### src/rtl/vga_sync_decoder.sv
// vga_sync_decoder: recovers pixel coordinates and a display window
// from an active-low hsync/vsync stream and verifies its timing.
module vga_sync_decoder #(
   parameter int H_ACTIVE     = 640,
   parameter int H_SYNC_START = 656,
   parameter int H_SYNC_END   = 752,
   parameter int H_TOTAL      = 800,
   parameter int V_ACTIVE     = 480,
   parameter int V_SYNC_START = 490,
   parameter int V_SYNC_END   = 492,
   parameter int V_TOTAL      = 525
) (
   input  logic        VGA_clk,
   input  logic        reset,
   input  logic        hsync,
   input  logic        vsync,
   output logic [9:0]  x_pos,
   output logic [9:0]  y_pos,
   output logic        display_enable,
   output logic        locked,
   output logic [10:0] h_period,
   output logic [10:0] v_period,
   output logic        frame_start,
   output logic        sync_err
);

   localparam logic [1:0] UNLOCKED = 2'd0;
   localparam logic [1:0] H_OK     = 2'd1;
   localparam logic [1:0] LOCKED   = 2'd2;

   localparam logic [9:0]  X_LOAD  = 10'(H_SYNC_START);
   localparam logic [9:0]  X_LAST  = 10'(H_TOTAL - 1);
   localparam logic [9:0]  Y_LOAD  = 10'(V_SYNC_START);
   localparam logic [9:0]  Y_LAST  = 10'(V_TOTAL - 1);
   localparam logic [10:0] H_ACT   = 11'(H_ACTIVE);
   localparam logic [10:0] V_ACT   = 11'(V_ACTIVE);
   localparam logic [10:0] H_TOT   = 11'(H_TOTAL);
   localparam logic [10:0] V_TOT   = 11'(V_TOTAL);
   localparam logic [10:0] H_PW    = 11'(H_SYNC_END - H_SYNC_START);
   localparam logic [10:0] V_PW    = 11'(V_SYNC_END - V_SYNC_START);
   localparam logic [10:0] CNT_MAX = 11'h7FF;

   logic        hs_q, vs_q;
   logic        hfall, hrise, vfall, vrise;
   logic        x_wrap;
   logic [10:0] h_cnt, hw_cnt, v_cnt, vh_cnt, v_sum;
   logic        h_seen, v_seen;
   logic        h_per_bad, h_wid_bad, v_per_bad, v_wid_bad;
   logic [1:0]  state, state_nx;
   logic        err;

   assign hfall  = hs_q & ~hsync;
   assign hrise  = ~hs_q & hsync;
   assign vfall  = vs_q & ~vsync;
   assign vrise  = ~vs_q & vsync;
   assign x_wrap = ~hfall & (x_pos == X_LAST);

   // a coincident hfall belongs to the frame that is closing
   assign v_sum = (v_cnt == CNT_MAX) ? v_cnt : v_cnt + {10'd0, hfall};

   assign h_per_bad = hfall & h_seen & (h_cnt != H_TOT);
   assign h_wid_bad = hrise & h_seen & (hw_cnt != H_PW);
   assign v_per_bad = vfall & v_seen & (v_sum != V_TOT);
   assign v_wid_bad = vrise & v_seen & (vh_cnt != V_PW);

   assign display_enable = locked
                         & ({1'b0, x_pos} < H_ACT)
                         & ({1'b0, y_pos} < V_ACT);

   // previous sync samples for edge detection
   always_ff @(posedge VGA_clk or posedge reset) begin
      if (reset) begin
         hs_q <= 1'b1;
         vs_q <= 1'b1;
      end else begin
         hs_q <= hsync;
         vs_q <= vsync;
      end
   end

   // mark that a first edge has been seen so later measurements are real
   always_ff @(posedge VGA_clk or posedge reset) begin
      if (reset) begin
         h_seen <= 1'b0;
         v_seen <= 1'b0;
      end else begin
         if (hfall) h_seen <= 1'b1;
         if (vfall) v_seen <= 1'b1;
      end
   end

   // free-running coordinates, realigned on each sync fall
   always_ff @(posedge VGA_clk or posedge reset) begin
      if (reset) begin
         x_pos <= '0;
         y_pos <= '0;
      end else begin
         if (hfall)
            x_pos <= X_LOAD;
         else
            x_pos <= (x_pos == X_LAST) ? '0 : x_pos + 10'd1;
         if (vfall)
            y_pos <= Y_LOAD;
         else if (x_wrap)
            y_pos <= (y_pos == Y_LAST) ? '0 : y_pos + 10'd1;
      end
   end

   // line/frame length and sync pulse width measurement
   always_ff @(posedge VGA_clk or posedge reset) begin
      if (reset) begin
         h_cnt    <= '0;
         hw_cnt   <= '0;
         v_cnt    <= '0;
         vh_cnt   <= '0;
         h_period <= '0;
         v_period <= '0;
      end else begin
         if (hfall) begin
            h_period <= h_cnt;
            h_cnt    <= 11'd1;
            hw_cnt   <= 11'd1;
         end else begin
            if (h_cnt != CNT_MAX)
               h_cnt <= h_cnt + 11'd1;
            if (!hsync && hw_cnt != CNT_MAX)
               hw_cnt <= hw_cnt + 11'd1;
         end
         if (vfall) begin
            v_period <= v_sum;
            v_cnt    <= '0;
            vh_cnt   <= {10'd0, hfall};
         end else if (hfall) begin
            if (v_cnt != CNT_MAX)
               v_cnt <= v_cnt + 11'd1;
            if (!vsync && vh_cnt != CNT_MAX)
               vh_cnt <= vh_cnt + 11'd1;
         end
      end
   end

   // lock state machine: line first, then frame; any bad check drops it
   always_comb begin
      state_nx = state;
      err      = 1'b0;
      case (state)
         UNLOCKED: begin
            if (hfall && h_seen && h_cnt == H_TOT)
               state_nx = H_OK;
         end
         H_OK: begin
            if (h_per_bad || h_wid_bad) begin
               state_nx = UNLOCKED;
               err      = 1'b1;
            end else if (vfall && v_seen && v_sum == V_TOT) begin
               state_nx = LOCKED;
            end
         end
         LOCKED: begin
            if (h_per_bad || h_wid_bad || v_per_bad || v_wid_bad) begin
               state_nx = UNLOCKED;
               err      = 1'b1;
            end
         end
         default: state_nx = UNLOCKED;
      endcase
   end

   // state register and registered status pulses
   always_ff @(posedge VGA_clk or posedge reset) begin
      if (reset) begin
         state       <= UNLOCKED;
         locked      <= 1'b0;
         frame_start <= 1'b0;
         sync_err    <= 1'b0;
      end else begin
         state       <= state_nx;
         locked      <= (state_nx == LOCKED);
         frame_start <= vfall;
         sync_err    <= err;
      end
   end

endmodule

### config.mk
export PLATFORM = sky130hd
export DESIGN_NAME = vga_sync_decoder
export DESIGN_NICKNAME = d
export VERILOG_FILES = /design/src/rtl/vga_sync_decoder.sv
export SDC_FILE = /design/constraint.sdc
export NUM_CORES = 1
export LEC_CHECK = 0
export CORE_ASPECT_RATIO = 1.25
export CORE_UTILIZATION = 57
export CTS_CLUSTER_DIAMETER = 100
export DETAILED_ROUTE_END_ITERATION = 10
export GPL_TIMING_DRIVEN = 0
export PLACE_DENSITY = 0.82
export SLEW_MARGIN = 20
export SYNTH_ARGS = -nofsm -noshare
export SYNTH_HDL_FRONTEND = slang
export SYNTH_SLANG_ARGS = --single-unit
### constraint.sdc
create_clock -name VGA_clk -period 3.79 [get_ports VGA_clk]
set_input_delay 0.379 -clock VGA_clk [delete_from_list [all_inputs] [get_ports VGA_clk]]
set_output_delay 0.379 -clock VGA_clk [all_outputs]
set_load 0.05 [all_outputs]
==> impl_metrics.toml, run 1 <==
[pwr]
irDropWorstVdd_mv = 0.357
fin_total_pwr_w = 0.00234
leakage_nw = 2.57
power_density_nw_per_um2 = 400

[clock_tree]
ctsResizeCount = 0
hold_buffers = 0
clk_pin_slew_ps = 90
cts_tree = "built"
cts_buffers = 9
cts_setup_buffers = 0
clk_latency_ps = 380
cts.path.max_buffers = 2
htreeDepth = 3
root_buffer = "clkbuf_8"
cts_sinks = 95

[critical_path]
start_kind = "input port"
cp.arrival_ps = 3790
critPathRequiredTime_ps = 4110
worst-setup-path-type = "in2reg"
cp-startpoint = "hsync"
slowest_delay_ps = 580
slowest_stage = "clkdlybuf4s50_1"
crit_fanout = 19
cp_common_cell = "ha_1"
r2r_start = "hs_q"
path_buf_inv = 2
crit_chain = "clkdlybuf4s50_1, nand2b_1, inv_2, ha_1, ha_1, nor4bb_1, nand2_1, nor4b_4, o211ai_2, a2111oi_2, o21a_1"
crit_family = "simple AND/OR/NAND/NOR gates"
cp-end-kind = "flop"

[drt]
drt-initial-drc-count = 239
antenna_left = 0
drc = 0
vias_per_cell = 5.78
met2_length_um = 5550
first_pass_iters = 5
topRoutingLayerUsed = "met4"
num_vias = 4117
wirelength_um = 10800
wl_met1_um = 4640
wl_met3_um = 437
wire_per_inst_um = 15.2

[die]
die_w_um = 85.7
rows = 37
core_um2 = 8380
floorplan.initialDensity = 0.596
top_level_ports = 50
die-height_um = 107
dieArea_um2 = 9140

[timing]
fin_crit_ps = 3470
worst_slew_pin_slew_ps = 692
slew-limit-headroom = 0.535
setup_tns_ps = 0
rsz0062_at_grt = "no"
hold_viol_final = 0
final.setup_skew_ps = 9.18
hold_slack_ps = 312
setup_viol = 0
slew_violations = 0
period_share = 0.915
fmax_mhz = 288

[placement]
gp_congestion = 0.917
port_buffers = 49
dp.cells = 698
detailed_place_hpwl_um = 7680

[yosys]
synth_edf_count = 0
synth_ff_type = "dfrtp_1"
synth_seq_cells = 95
syn_avg_cell_area_um2 = 9.40
synthArstFlopShare = 1.00
syn-instance-count = 531
ys_types = 57
netlist_area_um2 = 4990
synth-warning-count = 0
synth_nets = 551
synth-seq-area-share = 0.477

[run]
cap_violations = 0

[global_routing]
grt_max_degree = 74
grt_pass1_vias = 4081
antenna_found_initial = 0
grt_pass1_wl_um = 18400
overflow = 0
grt_usage = 0.259

[cells_and_area]
final_nets = 610
fillCellCount = 645
area_growth_pct = 17.2
drive_gt1_frac = 0.0723
instances_no_fill = 712
num_antenna_cells = 0

[status]
run_status = "complete, no violations"

[worst_hold_path]
hold_class = "in2async"
cell usage in the layout (no fill, tap or decap), types with 3 or more instances in the layout:
| cell | count |
|---|---|
| buf_1 | 3 |
| o21ai_0 | 34 |
| nand4_1 | 19 |
| ha_1 | 16 |
| or3_1 | 7 |
| nand2b_1 | 4 |
| nor2_1 | 60 |
| xor2_1 | 30 |
| and3_1 | 15 |
| a211oi_1 | 3 |
| nand3b_1 | 7 |
| o21a_1 | 3 |
| xnor2_1 | 15 |
| a31oi_1 | 10 |
| dfrtp_1 | 93 |
| and4_1 | 5 |
| o2111ai_1 | 3 |
| and3_4 | 3 |
| nor3_1 | 10 |
| nand2_1 | 68 |
| buf_4 | 3 |
| clkdlybuf4s50_1 | 49 |
| and2_1 | 6 |
| a21oi_1 | 19 |
| clkbuf_1 | 10 |
| buf_2 | 4 |
| nor4_1 | 3 |
| nor4b_1 | 3 |
| inv_1 | 18 |
| nand3_1 | 23 |
| clkbuf_8 | 10 |
layout make-up:
type	count	area (um^2)	area share
multi-input combinational	393	2420	0.414
inverter	20	80.1	0.0137
buffer	21	110	0.0188
clock inverter	5	56.3	0.00962
timing repair buffer	50	518	0.0885
sequential	95	2380	0.407
clock buffer	11	141	0.0242
tap	117	146	0.0250
through the flow:
step | worst slack, ps | util | instance area [um^2]
6_report | 322 | 0.698 | 5850
5_1_grt | 40.6 | 0.698 | 5850
4_1_cts | 10.6 | 0.699 | 5860
3_5_place_dp | -473 | 0.676 | 5660
3_3_place_gp | -427 | 0.672 | 5630
2_1_floorplan | 856 | - | 4990
what timing repair did:
action	in CTS	in global routing
endpoints found under the hold margin	0	0
cloned	0	0
setup endpoints to repair	2	2
report_power, final:
part	switching (W)	leakage, nW	internal [W]	total (W)
logic	0.000309	1.24	0.000165	0.000473
clock network	0.000360	0.0997	0.000323	0.000683
registers	0.0000897	1.23	0.00109	0.00118
path summary, 6_finish.rpt:
| kind | slack, ps | depth (start not counted) | to |
|---|---|---|---|
| max | 320 | 11 | locked |
| min | 310 | 2 | v_cnt[5] |
| max reg2reg | 510 | 10 | locked |
| min reg2reg | 490 | 1 | v_period[4] |
| max in group asynchronous | 2830 | 3 | vs_q |
| min in group VGA_clk | 490 | 1 | v_period[4] |
cell families (layout without fill, tap and decap cells):
family	count (synthesis)	after routing	synth area share
compound gates	90	90	0.116
simple gates	242	242	0.250
xor+xnor	45	45	0.0789
flops	95	95	0.477
fa+ha+maj	16	16	0.0401
buf+inv	43	107	0.0386
layer usage:
layer,GRT usage,vias to the layer above
met5,0,-
met1,0.313,2010
met3,0.0562,22
li1,-,1967
met4,0.106,0
met2,0.446,118
cell usage after synthesis (5+ instances only):
library cell | number | share of area
a21oi_1 | 19 | 0.019
a31oi_1 | 10 | 0.013
and2_1 | 6 | 0.0075
and3_1 | 15 | 0.019
and4_1 | 5 | 0.0088
clkbuf_1 | 10 | 0.0075
dfrtp_1 | 93 | 0.47
ha_1 | 16 | 0.040
inv_1 | 19 | 0.014
nand2_1 | 68 | 0.051
nand3_1 | 23 | 0.023
nand3b_1 | 7 | 0.011
nand4_1 | 19 | 0.024
nor2_1 | 60 | 0.045
nor3_1 | 10 | 0.010
o21ai_0 | 34 | 0.034
or3_1 | 7 | 0.0088
xnor2_1 | 15 | 0.026
xor2_1 | 30 | 0.053
flip-flops by register name (all words and copies together) (netlist names), 10 cells and up:
signal,flops
v_period,11
hw_cnt,11
y_pos,10
h_cnt,11
v_cnt,11
x_pos,10
vh_cnt,11
h_period,11
No activity file was read; power rests on OpenSTA's default activity.
==> inputs of run 2 (changes only) <==
Settings changed: HOLD_SLACK_MARGIN from default to 0.12.
==> results of run 2 <==
Same layout as run 1: the final DEF is identical, and so are final timing and power.
